==> src/rtl/acc_cpu_pkg.sv <==
// Shared definitions for the accumulator CPU: opcodes, FSM states and ALU function codes.
// The optional return stack is enabled with the ACC_CPU_CALL_EN macro.
package acc_cpu_pkg;

    localparam logic [3:0] OP_NOP  = 4'h0;
    localparam logic [3:0] OP_LDI  = 4'h1;
    localparam logic [3:0] OP_LD   = 4'h2;
    localparam logic [3:0] OP_ST   = 4'h3;
    localparam logic [3:0] OP_ADD  = 4'h4;
    localparam logic [3:0] OP_SUB  = 4'h5;
    localparam logic [3:0] OP_AND  = 4'h6;
    localparam logic [3:0] OP_XOR  = 4'h7;
    localparam logic [3:0] OP_INP  = 4'h8;
    localparam logic [3:0] OP_OUT  = 4'h9;
    localparam logic [3:0] OP_JMP  = 4'hA;
    localparam logic [3:0] OP_JZ   = 4'hB;
    localparam logic [3:0] OP_JC   = 4'hC;
    localparam logic [3:0] OP_RET  = 4'hD;
    localparam logic [3:0] OP_CALL = 4'hE;
    localparam logic [3:0] OP_HLT  = 4'hF;

    typedef enum logic [2:0] {
        S_BOOT, S_FETCH, S_EXEC, S_MEM, S_IN_WAIT, S_OUT_WAIT, S_HALT
    } state_t;

    typedef enum logic [2:0] {
        ALU_PASS, ALU_ADD, ALU_SUB, ALU_AND, ALU_XOR, ALU_NONE
    } alu_fn_t;

    // ST is the only memory op that leaves ACC alone.
    function automatic alu_fn_t alu_fn_of(input logic [3:0] op);
        case (op)
            OP_LD:   return ALU_PASS;
            OP_ADD:  return ALU_ADD;
            OP_SUB:  return ALU_SUB;
            OP_AND:  return ALU_AND;
            OP_XOR:  return ALU_XOR;
            default: return ALU_NONE;
        endcase
    endfunction

endpackage

==> src/rtl/acc_cpu_core_rstack.sv <==
// Circular return stack: a push on a full stack overwrites the oldest entry and the
// occupancy count saturates at DEPTH; DEPTH must be a power of two.
module acc_cpu_rstack
#(
    parameter int WIDTH = 12,
    parameter int DEPTH = 4
)(
    input  logic             i_clk,
    input  logic             i_rst_n,
    input  logic             i_push,
    input  logic             i_pop,
    input  logic [WIDTH-1:0] i_data,
    output logic [WIDTH-1:0] o_top,
    output logic             o_empty,
    output logic             o_full
);
    localparam int PW = (DEPTH > 1) ? $clog2(DEPTH) : 1;

    logic [WIDTH-1:0] r_mem [DEPTH];
    logic [PW-1:0]    r_wp;
    logic [PW:0]      r_cnt;
    logic [PW-1:0]    w_rp;

    assign w_rp    = r_wp - PW'(1);
    assign o_top   = r_mem[w_rp];
    assign o_empty = (r_cnt == '0);
    assign o_full  = (r_cnt == (PW+1)'(DEPTH));

    always_ff @(posedge i_clk) begin
        if (i_push)
            r_mem[r_wp] <= i_data;
    end

    always_ff @(posedge i_clk or negedge i_rst_n) begin
        if (!i_rst_n) begin
            r_wp  <= '0;
            r_cnt <= '0;
        end else if (i_push) begin
            r_wp <= r_wp + PW'(1);
            if (!o_full)
                r_cnt <= r_cnt + (PW+1)'(1);
        end else if (i_pop && !o_empty) begin
            r_wp  <= w_rp;
            r_cnt <= r_cnt - (PW+1)'(1);
        end
    end

endmodule

==> src/rtl/acc_cpu_core.sv <==
// Multi-cycle accumulator CPU with req/ack memories and valid/ready I/O.
// Define ACC_CPU_CALL_EN to turn opcodes D/E into RET/CALL backed by a return stack.
module acc_cpu_core
    import acc_cpu_pkg::*;
#(
    parameter int DATA_W      = 8,
    parameter int ADDR_W      = 12,
    parameter int STACK_DEPTH = 4
)(
    input  logic              clk_i,
    input  logic              rst_ni,
    output logic              imem_req_o,
    output logic [ADDR_W-1:0] imem_addr_o,
    input  logic              imem_ack_i,
    input  logic [ADDR_W+3:0] imem_data_i,
    output logic              dmem_req_o,
    output logic              dmem_we_o,
    output logic [ADDR_W-1:0] dmem_addr_o,
    output logic [DATA_W-1:0] dmem_wdata_o,
    input  logic              dmem_ack_i,
    input  logic [DATA_W-1:0] dmem_rdata_i,
    input  logic              inp_valid_i,
    input  logic [DATA_W-1:0] inp_data_i,
    output logic              inp_ready_o,
    output logic              out_valid_o,
    output logic [DATA_W-1:0] out_data_o,
    input  logic              out_ready_i,
    output logic              halted_o,
    output logic [DATA_W-1:0] acc_o
);
    state_t              r_state;
    logic [ADDR_W-1:0]   r_pc;
    logic [DATA_W-1:0]   r_acc;
    logic                r_z;
    logic                r_c;
    logic [ADDR_W+3:0]   r_ir;
    logic [DATA_W-1:0]   r_out_data;

    logic [3:0]          w_op;
    logic [ADDR_W-1:0]   w_operand;
    logic [ADDR_W-1:0]   w_pc_inc;
    alu_fn_t             w_alu_fn;
    logic [DATA_W:0]     w_alu_res;

    assign w_op      = r_ir[ADDR_W+3:ADDR_W];
    assign w_operand = r_ir[ADDR_W-1:0];
    assign w_pc_inc  = r_pc + ADDR_W'(1);
    assign w_alu_fn  = alu_fn_of(w_op);

`ifdef ACC_CPU_CALL_EN
    logic                w_rs_push;
    logic                w_rs_pop;
    logic [ADDR_W-1:0]   w_rs_top;
    logic                w_rs_empty;
    logic                w_rs_full;

    assign w_rs_push = (r_state == S_EXEC) && (w_op == OP_CALL);
    assign w_rs_pop  = (r_state == S_EXEC) && (w_op == OP_RET);

    acc_cpu_rstack #(.WIDTH(ADDR_W), .DEPTH(STACK_DEPTH)) u_rstack (
        .i_clk   (clk_i),
        .i_rst_n (rst_ni),
        .i_push  (w_rs_push),
        .i_pop   (w_rs_pop),
        .i_data  (w_pc_inc),
        .o_top   (w_rs_top),
        .o_empty (w_rs_empty),
        .o_full  (w_rs_full)
    );
`endif

    // Carry-out of ADD and borrow of SUB both land in the extra top bit.
    always_comb begin
        w_alu_res = {r_c, r_acc};
        case (w_alu_fn)
            ALU_PASS: w_alu_res = {r_c, dmem_rdata_i};
            ALU_ADD:  w_alu_res = {1'b0, r_acc} + {1'b0, dmem_rdata_i};
            ALU_SUB:  w_alu_res = {1'b0, r_acc} - {1'b0, dmem_rdata_i};
            ALU_AND:  w_alu_res = {r_c, r_acc & dmem_rdata_i};
            ALU_XOR:  w_alu_res = {r_c, r_acc ^ dmem_rdata_i};
            default:  ;
        endcase
    end

    always_ff @(posedge clk_i or negedge rst_ni) begin
        if (!rst_ni) begin
            r_state    <= S_BOOT;
            r_pc       <= '0;
            r_acc      <= '0;
            r_z        <= 1'b0;
            r_c        <= 1'b0;
            r_ir       <= '0;
            r_out_data <= '0;
        end else begin
            case (r_state)
                S_BOOT: r_state <= S_FETCH;
                S_FETCH: begin
                    if (imem_ack_i) begin
                        r_ir    <= imem_data_i;
                        r_state <= S_EXEC;
                    end
                end
                S_EXEC: begin
                    r_state <= S_FETCH;
                    r_pc    <= w_pc_inc;
                    case (w_op)
                        OP_LDI: begin
                            r_acc <= w_operand[DATA_W-1:0];
                            r_z   <= (w_operand[DATA_W-1:0] == '0);
                        end
                        OP_LD, OP_ST, OP_ADD, OP_SUB, OP_AND, OP_XOR: begin
                            r_state <= S_MEM;
                            r_pc    <= r_pc;
                        end
                        OP_INP: begin
                            r_state <= S_IN_WAIT;
                            r_pc    <= r_pc;
                        end
                        OP_OUT: begin
                            r_out_data <= r_acc;
                            r_state    <= S_OUT_WAIT;
                            r_pc       <= r_pc;
                        end
                        OP_JMP: r_pc <= w_operand;
                        OP_JZ:  if (r_z) r_pc <= w_operand;
                        OP_JC:  if (r_c) r_pc <= w_operand;
`ifdef ACC_CPU_CALL_EN
                        OP_RET:  if (!w_rs_empty) r_pc <= w_rs_top;
                        OP_CALL: r_pc <= w_operand;
`endif
                        OP_HLT: begin
                            r_state <= S_HALT;
                            r_pc    <= r_pc;
                        end
                        default: ;
                    endcase
                end
                S_MEM: begin
                    if (dmem_ack_i) begin
                        if (w_alu_fn != ALU_NONE) begin
                            r_acc <= w_alu_res[DATA_W-1:0];
                            r_z   <= (w_alu_res[DATA_W-1:0] == '0);
                        end
                        if (w_alu_fn == ALU_ADD || w_alu_fn == ALU_SUB)
                            r_c <= w_alu_res[DATA_W];
                        r_pc    <= w_pc_inc;
                        r_state <= S_FETCH;
                    end
                end
                S_IN_WAIT: begin
                    if (inp_valid_i) begin
                        r_acc   <= inp_data_i;
                        r_z     <= (inp_data_i == '0);
                        r_pc    <= w_pc_inc;
                        r_state <= S_FETCH;
                    end
                end
                S_OUT_WAIT: begin
                    if (out_ready_i) begin
                        r_pc    <= w_pc_inc;
                        r_state <= S_FETCH;
                    end
                end
                S_HALT:  ;
                default: r_state <= S_BOOT;
            endcase
        end
    end

    assign imem_req_o   = (r_state == S_FETCH);
    assign imem_addr_o  = r_pc;
    assign dmem_req_o   = (r_state == S_MEM);
    assign dmem_we_o    = (r_state == S_MEM) && (w_op == OP_ST);
    assign dmem_addr_o  = w_operand;
    assign dmem_wdata_o = r_acc;
    assign inp_ready_o  = (r_state == S_IN_WAIT);
    assign out_valid_o  = (r_state == S_OUT_WAIT);
    assign out_data_o   = r_out_data;
    assign halted_o     = (r_state == S_HALT);
    assign acc_o        = r_acc;

endmodule

==> config.mk <==
export PLATFORM = sky130hd
export DESIGN_NAME = acc_cpu_core
export DESIGN_NICKNAME = d
export VERILOG_FILES = /design/src/rtl/acc_cpu_pkg.sv /design/src/rtl/acc_cpu_core_rstack.sv /design/src/rtl/acc_cpu_core.sv
export SDC_FILE = /design/constraint.sdc
export NUM_CORES = 1
export LEC_CHECK = 0
export ABC_AREA = 1
export BUFFER_PORTS_ARGS = -buffer_cell sky130_fd_sc_hd__buf_2
export CORE_MARGIN = 2
export CORE_UTILIZATION = 49
export CTS_BUF_LIST = sky130_fd_sc_hd__clkbuf_16
export DETAILED_ROUTE_END_ITERATION = 12
export PLACE_DENSITY = 0.78
export SLEW_MARGIN = 20
export SYNTH_ARGS = -nofsm -noshare
export SYNTH_HDL_FRONTEND = slang
export SYNTH_HIERARCHICAL = 1
export SYNTH_SLANG_ARGS = --single-unit
==> constraint.sdc <==
create_clock -name clk_i -period 2.3 [get_ports clk_i]
set_input_delay 0 -clock clk_i [delete_from_list [all_inputs] [get_ports clk_i]]
set_output_delay 0 -clock clk_i [all_outputs]
set_load 0.02 [all_outputs]
Word level (Yosys, flattened, before mapping):

Index checks and enable logic that the tools add are counted.

* bitwise gates (word level): 6
* $add $sub $neg: 3
* mux-type cells: 25
* equal/unequal tests: 31
* reduce and logical (&&, ||, !) cells: 18

Operators with widths (number)
* $pmux W12 S4: 2
* $mux W12: 5
* $pmux W9 S5: 1
* $mux W8: 4
* $eq A4 B4 Y1 const B: 6
* $logic_not A8 Y1: 3
* $pmux W8 S3: 1
* $pmux W3 S7: 1
* $eq A4 B3 Y1 const B: 4
* $pmux W3 S5: 1
* $reduce_and A5 Y1: 3
* $add A12 B1 Y12 const B: 1
* $eq A3 B2 Y1 const B: 4
* $eq A3 B3 Y1 const B: 4
* $mux W3: 4
* $pmux W3 S4: 1
* $ne A2 B1 Y1 const B: 5
* $add A8 B8 Y9: 1
* $reduce_or A9 Y1: 1
* $sub A8 B8 Y9: 1
* $and A8 B8 Y8: 1
* $eq A4 B2 Y1 const B: 2
* $xor A8 B8 Y8: 1
* $reduce_and A7 Y1: 1
* 15 further kinds: 25

* bits in registers: 49
* output and inout bits: 54
* word-level logic and storage cells: 90
* bits of input ports: 38

Logic depth before layout (Yosys ltp):

Gate-level depths: netlist of run 1.

* word-level depth: 8
* mapped depth: 18
* mapped depth without buffers: 17

Worst setup path after synthesis of run 1:

OpenSTA, ideal clock, no wires.

* kind: reg2reg
* start: reg r_ir[13]
* end: reg r_c
* period minus slack after synthesis: 2.434 ns
* cell stages (with the launch flop): 16
* setup slack: -0.134 ns
* arrival: 2.306 ns
* data required time: 2.172 ns
* path buffers: 1
* library setup time: 0.128 ns
* path through: dfrtp_1 -> buf_4 -> inv_2 -> nand2_1 -> nor2_1 -> o21ai_0 -> fa_1 -> nand3_1 -> nand2_1 -> nand2_1 -> nand2_1 -> nand2_1 -> nand2_1 -> a21oi_1 -> xnor2_1 -> a21oi_1

* cells in the longest elaborated chain, start to end: 5
* elaborated cells on any way between the ends: 18
* classes of those cells: eq/ne (9); mux (2); bitwise (3); reduce/logical (4)

Ends and longest elaborated chain
* start: declaration: line acc_cpu_core.sv:36 `logic [ADDR_W+3:0] r_ir;`
* start signal: assignment: line acc_cpu_core.sv:99 `r_ir <= imem_data_i;`
* $eq A4 B3 Y1 or $eq A4 B2 Y1 (tied branches): line acc_cpu_pkg.sv:32 `case (op)`
* $pmux W3 S5 (*): line acc_cpu_pkg.sv:32
* $eq A3 B1 Y1, or another cell as far along: line acc_cpu_core.sv:75, acc_cpu_core.sv:144
* $reduce_bool A2 Y1 (no source line), or another cell as far along
* $reduce_and A7 Y1 (no source line)
* end signal: assignment: line acc_cpu_core.sv:145 `r_c <= w_alu_res[DATA_W];`
* end: declaration: line acc_cpu_core.sv:35 `logic r_c;`

Mark *: on every way between the ends. The rest lies on a longest branch, timed or not.
A chain may end at the register's enable or synchronous reset.

Worst setup path in the final report of run 1:

* start: reg r_ir[13]
* end: reg r_acc[3], in the netlist acc_o[3]

* cells in the longest elaborated chain, start to end: 7
* elaborated cells on any way between the ends: 20
* classes of those cells: eq/ne (13); mux (5); reduce/logical (2)

Ends and longest elaborated chain
* $eq A4 B3 Y1 or $eq A4 B2 Y1 (tied branches): line acc_cpu_pkg.sv:32
* $pmux W3 S5: line acc_cpu_pkg.sv:32
* $eq A3 B3 Y1, or another cell as far along: line acc_cpu_core.sv:75 `case (w_alu_fn)`
* $pmux W9 S5: line acc_cpu_core.sv:75
* $mux W8: line acc_cpu_core.sv:140 `if (w_alu_fn != ALU_NONE) begin`
* $mux W8: line acc_cpu_core.sv:139 `if (dmem_ack_i) begin`
* $pmux W8 S3: line acc_cpu_core.sv:95 `case (r_state)`
* end signal: assignment: line acc_cpu_core.sv:108 `r_acc <= w_operand[DATA_W-1:0];`
* end signal: assignment: line acc_cpu_core.sv:141 `r_acc <= w_alu_res[DATA_W-1:0];`
* end signal: assignment: line acc_cpu_core.sv:152 `r_acc <= inp_data_i;`
* end: declaration: line acc_cpu_core.sv:33 `logic [DATA_W-1:0] r_acc;`

Parallel ways exist; a longest one is shown, timed or not. The select of a mux whose other input is x is not followed.

==> flow_metrics.tcl, run 1 <==
set metrics [dict create \
    die_h_um 92.1 \
    die_w_um 92.1 \
    drcViolationCount 0 \
    critPathRequiredTime_ns 2.52 \
    ys_ff_latch 49 \
    muxShareOfSynthArea_pct 2.37 \
    final_core_util_pct 62.9 \
    port_buffers 91 \
    worst_slack_ns -0.0236 \
    synth_edf_count 0 \
    drt-wirelength-per-cell_um 15.0 \
    hold_start "inp_data_i[3]" \
    hold_class "input pin to flop" \
    wl_mm 10.9 \
    syn_to_final_growth_pct 25.6 \
    slew_headroom_pct 56.1 \
    synth_nets 574 \
    ys_seq_area_share_pct 32.2 \
    crit_start "r_ir[13]" \
    grt_max_degree 29 \
    synth-compound-area-share_pct 14.6 \
    design.die.area_um2 8490 \
    initial_core_util_pct 50.0 \
    ys_types 49 \
    cp-end-kind "flop" \
    multiInputGateArea_um2 2220 \
    ant_nets 0 \
    grt.overflow.total 0 \
    hpwl_mm 8.21 \
    insertion_delay_ns 0.28 \
    post-route-period-util_pct 101 \
    root_buffer "clkbuf_16" \
    critical_path.max_fanout 6 \
    vias 3915 \
    hold_violations 0 \
    setup_viol 2 \
    antennaDiodeCount 0 \
    synth_warnings 6 \
    fin_worst_skew_ns 0.00614 \
    violations "negative setup slack" \
    r2r_cells 16 \
    antenna_found_initial 0 \
    critPathLaunchType "flop" \
    grt_pass1_wl_mm 17.6 \
    netlist_area_um2 3810 \
    htreeDepth 2 \
    grt_usage_pct 25.7 \
    layout.nets 681 \
    power.density_nw_per_um2 1450 \
    max_cap_viol_count 0 \
    slew_violations 0 \
    status "complete, but fails checks" \
    clk_pin_slew_ns 0.07 \
    async_reset_ff_share_pct 100 \
    drt-initial-drc-count 374 \
    ios 92 \
    drtPass1Iterations 5 \
    cts_sinks 49 \
    synth-simple-area-share_pct 29.7 \
    yosys.area_share.adder_pct 6.44 \
    synth_ff_type "dfrtp_1" \
    hold-path-cell-count 5 \
    pre_cts_slack_ns -0.127 \
    vdd_ir_drop_max_mv 0.713 \
    synth_area_per_cell_um2 7.36 \
    post_drt_via_cell_ratio 5.39 \
    clockBufferDepth 2 \
    critPathKind "flop to flop" \
    row_count 32 \
    cts_buffers 5 \
    synth_top_family_by_area "simple AND/OR/NAND/NOR gates" \
    syn_inst 517 \
    total_power_mw 6.92 \
    cts_tree "built" \
    rr_startpoint "r_ir[13]" \
    grt_setup_unrepaired "yes" \
    nFillCells 679 \
    gp_congestion 0.908 \
    grt_pass1_vias 3755 \
    crit_arrival_ns 2.54 \
    coreArea_um2 7610 \
    whs_ns 0.0743 \
    synth_xor_area_share_pct 1.84 \
    drive_gt1_share_pct 31.1 \
    max_freq_mhz 430 \
    worst_pin_slew_ns 0.658 \
    p_leak_nw 2.49 \
    period_minus_slack_ns 2.32 \
    seqCellArea_um2 1230 \
]
[cells by family after synthesis]
logic type,Yosys count
buf+inv,97
fa+ha+maj,19
simple gates,247
mux,8
xor+xnor,8
flops,49
compound gates,89
[area by class of cell]
class / instances / share of cell area [%]
inverter: 67 / 5.47
clock inverter: 2 / 0.733
multi-input combinational: 371 / 46.3
tap: 102 / 2.67
timing repair buffer: 130 / 16.5
clock buffer: 5 / 2.62
sequential: 49 / 25.6
[synth_stat cells (all sizes together), types with 4 or more instances]
cell,count,area [um2]
o22ai,4,25.0
ha,18,225
nor3,11,55.1
buf,28,223
o211ai,4,40.0
dfrtp,49,1230
a22oi,9,72.6
a21oi,33,169
inv,66,255
xor2,5,43.8
nand2,127,509
mux2,8,90.1
nand3,35,188
nor2,56,250
o21ai,28,144
nand3b,4,30.0
nand4,6,43.8
[through the flow]
stage                     setup TNS (ns)  std cells  cell area (um2)
after floorplan                        0        517             3820
after global placement          -0.00145        699             4310
after detailed placement          -0.134        699             4310
after CTS                         -0.103        724             4670
after global routing              -0.803        726             4780
final                            -0.0413        726             4780
[layer usage]
metal  up-vias  share of wire (%)  track usage, %  wire length, um
met2       161                 49            43.0             5350
met3        18                6.6            4.93              714
li1       1905                  -               -                -
met5         -                  0               0                0
met4         0                1.5            6.84              168
met1      1831                 43            34.3             4660
[state kept, by name, indices dropped and copies added (netlist names)]
name	cells
r_ir	16
imem_addr_o	12
acc_o	8
out_data_o	8
r_state	3
r_c	1
r_z	1
[worst max-delay path: stages, from the launching register on]
cell and delay, ns:
dfrtp_1 0.38, inv_2 0.08, nand2_4 0.08, nor2_4 0.17, nor2_1 0.07, xor2_1 0.27, ha_4 0.28, a21oi_4 0.13
nand2_2 0.08, nand2_1 0.06, nand3_1 0.09, nand2_1 0.10, nor2_2 0.05, buf_4 0.13, o211ai_1 0.15, nand2_1 0.07
o21ai_1 0.07
[cells in the final DEF, fill, tap and decap left out, types with 5 or more instances in the layout]
cell type	Yosys	final
nand2_1	120	113
buf_2	1	91
inv_1	54	54
dfrtp_1	49	49
nor2_1	46	40
nand3_1	34	31
a21oi_1	32	29
buf_4	23	22
o21ai_0	21	17
ha_1	18	17
dlygate4sd3_1	0	17
nor2_2	7	12
o21ai_1	6	10
nor3_1	11	10
nand2_2	4	9
inv_2	9	8
mux2_2	8	8
a22oi_1	8	6
nand2_4	3	5
xor2_1	5	5
nand4_1	5	5
clkbuf_16	0	5
[power by group]
group / leakage [nW] / internal, mW / switching [mW]
registers: 0.584 / 1.24 / 0.402
logic: 1.83 / 1.65 / 2.82
clock network: 0.0797 / 0.505 / 0.305
[path summary, 6_finish.rpt]
check,end,slack [ns]
max in group asynchronous,acc_o[7],1.37
max,acc_o[3],-0.02
min in group asynchronous,imem_addr_o[2],0.28
max reg2reg,acc_o[3],-0.02
min,acc_o[3],0.07
min reg2reg,out_data_o[6],0.49
[repair_timing]
| item | CTS | global route |
|---|---|---|
| hold buffers | 17 | 0 |
| setup buffers | 1 | 2 |
| pin swaps | 8 | 16 |
| resized for setup | 7 | 25 |
| hold endpoints to repair | 42 | 0 |
| setup endpoints to repair | 3 | 9 |
Power figures use the tool's default switching activity.
==> run 2: changes to the inputs <==
CELL_PAD_IN_SITES_DETAIL_PLACEMENT = 0   (was not set)
CELL_PAD_IN_SITES_GLOBAL_PLACEMENT = 1   (was not set)
CORE_UTILIZATION = 35   (was 49)
SYNTH_HIERARCHICAL = not set   (was 1)
==> flow_metrics.tcl, run 2 <==
set metrics [dict create \
    status "complete, but fails checks" \
    violations "negative setup slack" \
    drtPass1Iterations 5 \
    hold_violations 0 \
    ys_types 49 \
    ys_seq_area_share_pct 32.2 \
    setup_viol 1 \
    clockBufferDepth 2 \
    period_minus_slack_ns 2.34 \
    rr_startpoint "r_ir[13]" \
    max_cap_viol_count 0 \
    final_core_util_pct 45.2 \
    die_h_um 108 \
    synth.most_common_cell "nand2_1" \
    path_common_cell "inv_2" \
    layout.cells.non_filler 767 \
    power.density_nw_per_um2 1430 \
    insertion_delay_ns 0.29 \
    cts_buffers 5 \
    synth_area_per_cell_um2 7.36 \
    crit_family "simple AND/OR/NAND/NOR gates" \
    worst_slack_ns -0.0370 \
    post-route-period-util_pct 102 \
    drcViolationCount 0 \
    synth_top_area_share_pct 32.2 \
    final_cell_mix "nand2_1, buf_2, inv_1" \
    vdd_ir_drop_max_mv 0.770 \
    largest_register_ffs 16 \
    grt_pass1_vias 3741 \
    slew_headroom_pct 56.2 \
    initial_core_util_pct 35.4 \
    ys_ff_latch 49 \
    ios 92 \
    synth_area_leader_cell "dfrtp_1" \
    grt_max_degree 27 \
    drt-initial-drc-count 224 \
    critPathKind "flop to flop" \
    worst-path-buf-inv 4 \
    critPathLaunchType "flop" \
    p_leak_nw 2.50 \
    crit_start "r_ir[13]" \
    syn_inst 517 \
    critical_path.max_fanout 5 \
    regToRegSetupSlack_ns -0.04 \
    coreArea_um2 10700 \
    r2r_cells 16 \
    hold_class "input pin to flop" \
    slew_violations 0 \
    drive_gt1_share_pct 32.7 \
    nFillCells 1135 \
    placed_cells 738 \
    grt.overflow.total 0 \
    pre_cts_slack_ns -0.0557 \
    antenna_found_initial 0 \
    r2r_end "r_z" \
    wl_mm 11.3 \
    cts_tree "built" \
    grt_setup_unrepaired "yes" \
    ant_nets 0 \
    critPathRequiredTime_ns 2.51 \
    cp-end-kind "flop" \
    design.die.area_um2 11700 \
    root_buffer "clkbuf_16" \
    synth_nets 574 \
    synth_warnings 0 \
    crit_arrival_ns 2.55 \
    slowest_delay_ns 0.36 \
    layout_commonest_cell "nand2_1" \
    hold-path-cell-count 3 \
    synth_ff_type "dfrtp_1" \
    vias 3814 \
    drt-wirelength-per-cell_um 14.7 \
    regMostFlops "r_ir" \
    row_count 38 \
    die_w_um 108 \
    synth.top_cells.by_count "nand2_1, inv_1, dfrtp_1" \
    gp_congestion 0.871 \
    async_reset_ff_share_pct 100 \
    netlist_area_um2 3810 \
    hpwl_mm 8.83 \
    grt_pass1_wl_mm 18.5 \
    grt_usage_pct 20.0 \
    syn_to_final_growth_pct 27.7 \
    cts_sinks 49 \
    fin_worst_skew_ns 0.00677 \
    post_drt_via_cell_ratio 4.97 \
    clk_pin_slew_ns 0.07 \
    path_cells "inv_2, nand2_4, nor2_4, buf_4, or2_4, xor2_2, ha_1, nand2_2, inv_2, a21oi_2, nand3b_1, nand3_1, nand2_1, inv_1, nand4_1, a21oi_1" \
    antennaDiodeCount 0 \
    crit_cells 16 \
    synth.area.top_cells "dfrtp_1, nand2_1, ha_1" \
    htreeDepth 2 \
    max_freq_mhz 428 \
    endpoint "r_z" \
    port_buffers 91 \
    worst_pin_slew_ns 0.658 \
    crit_slowest_cell "dfrtp_1" \
    synth_edf_count 0 \
    layout.nets 683 \
]
[run 2: cell counts after synthesis]
Identical to the previous run, type by type.
[run 2: worst min-delay path: stages]
cell,delay (ns)
buf_2,0.11
a21oi_1,0.12
a22oi_1,0.07
[run 2: stage by stage]
step                      area (um2)  setup TNS (ns)  hold slack (ns)  power [mW]
final                           4860         -0.0370           0.0602        6.93
after CTS                       4740       -0.000159           0.0512        6.74
after detailed placement        4370         -0.0557           0.0628        5.78
after floorplan                 3820               0           -0.296        4.75
after global routing            4860          -0.686            0.108        7.56
after global placement          4370               0           0.0507        5.71
[run 2: where the power goes]
group | switching, mW | total [mW] | internal, mW
Clock | 0.327 | 0.837 | 0.510
Sequential | 0.412 | 1.65 | 1.24
Combinational | 2.78 | 4.44 | 1.66
Total | 3.52 | 6.93 | 3.40
[run 2: what timing repair did]
item                                   4_1_cts  5_1_grt
setup endpoints to repair                    1        9
hold buffers                                17        0
endpoints found under the hold margin       40        0
gates resized for setup                      8       31
pin swaps                                    9       24
buffers inserted                             1        3
[run 2: area by class of cell]
type	instances	area [um2]	share of cell area, %
Multi-Input combinational cell	371	2220	45.8
Clock inverter	3	41.3	0.849
Sequential cell	49	1230	25.2
Timing Repair Buffer	132	810	16.7
Clock buffer	5	125	2.57
Inverter	67	259	5.33
Tap cell	140	175	3.60
[run 2: metal layers]
metal  part of all wire, %  up-vias  GRT usage (%)
met3                   5.4       13           2.77
met2                    47      111           33.2
met1                    46     1787           27.6
li1                      -     1903              -
met4                   1.2        0           4.76
met5                     0        -              0
[run 2: kinds of logic (layout without fill, tap and decap cells)]
kind of cell             Yosys count  in the layout  synth area share [%]
AO/OA/AOI/OAI                     89             89                  14.6
XOR/XNOR                           8              8                  1.84
adder cells (fa/ha/maj)           19             19                  6.44
buffers and inverters             97            207                  12.9
flip-flops                        49             49                  32.2
multiplexers                       8              8                  2.37
AND/OR/NAND/NOR                  247            247                  29.7
[run 2: worst min path at each step]
stage	start	endpoint	slack [ns]
floorplan	rst_ni	acc_o[0]	-0.30
global placement	rst_ni	imem_addr_o[1]	0.05
detailed placement	rst_ni	imem_addr_o[0]	0.06
CTS	inp_data_i[2]	acc_o[2]	0.05
global route	inp_data_i[2]	acc_o[2]	0.11
finish	inp_data_i[2]	acc_o[2]	0.06
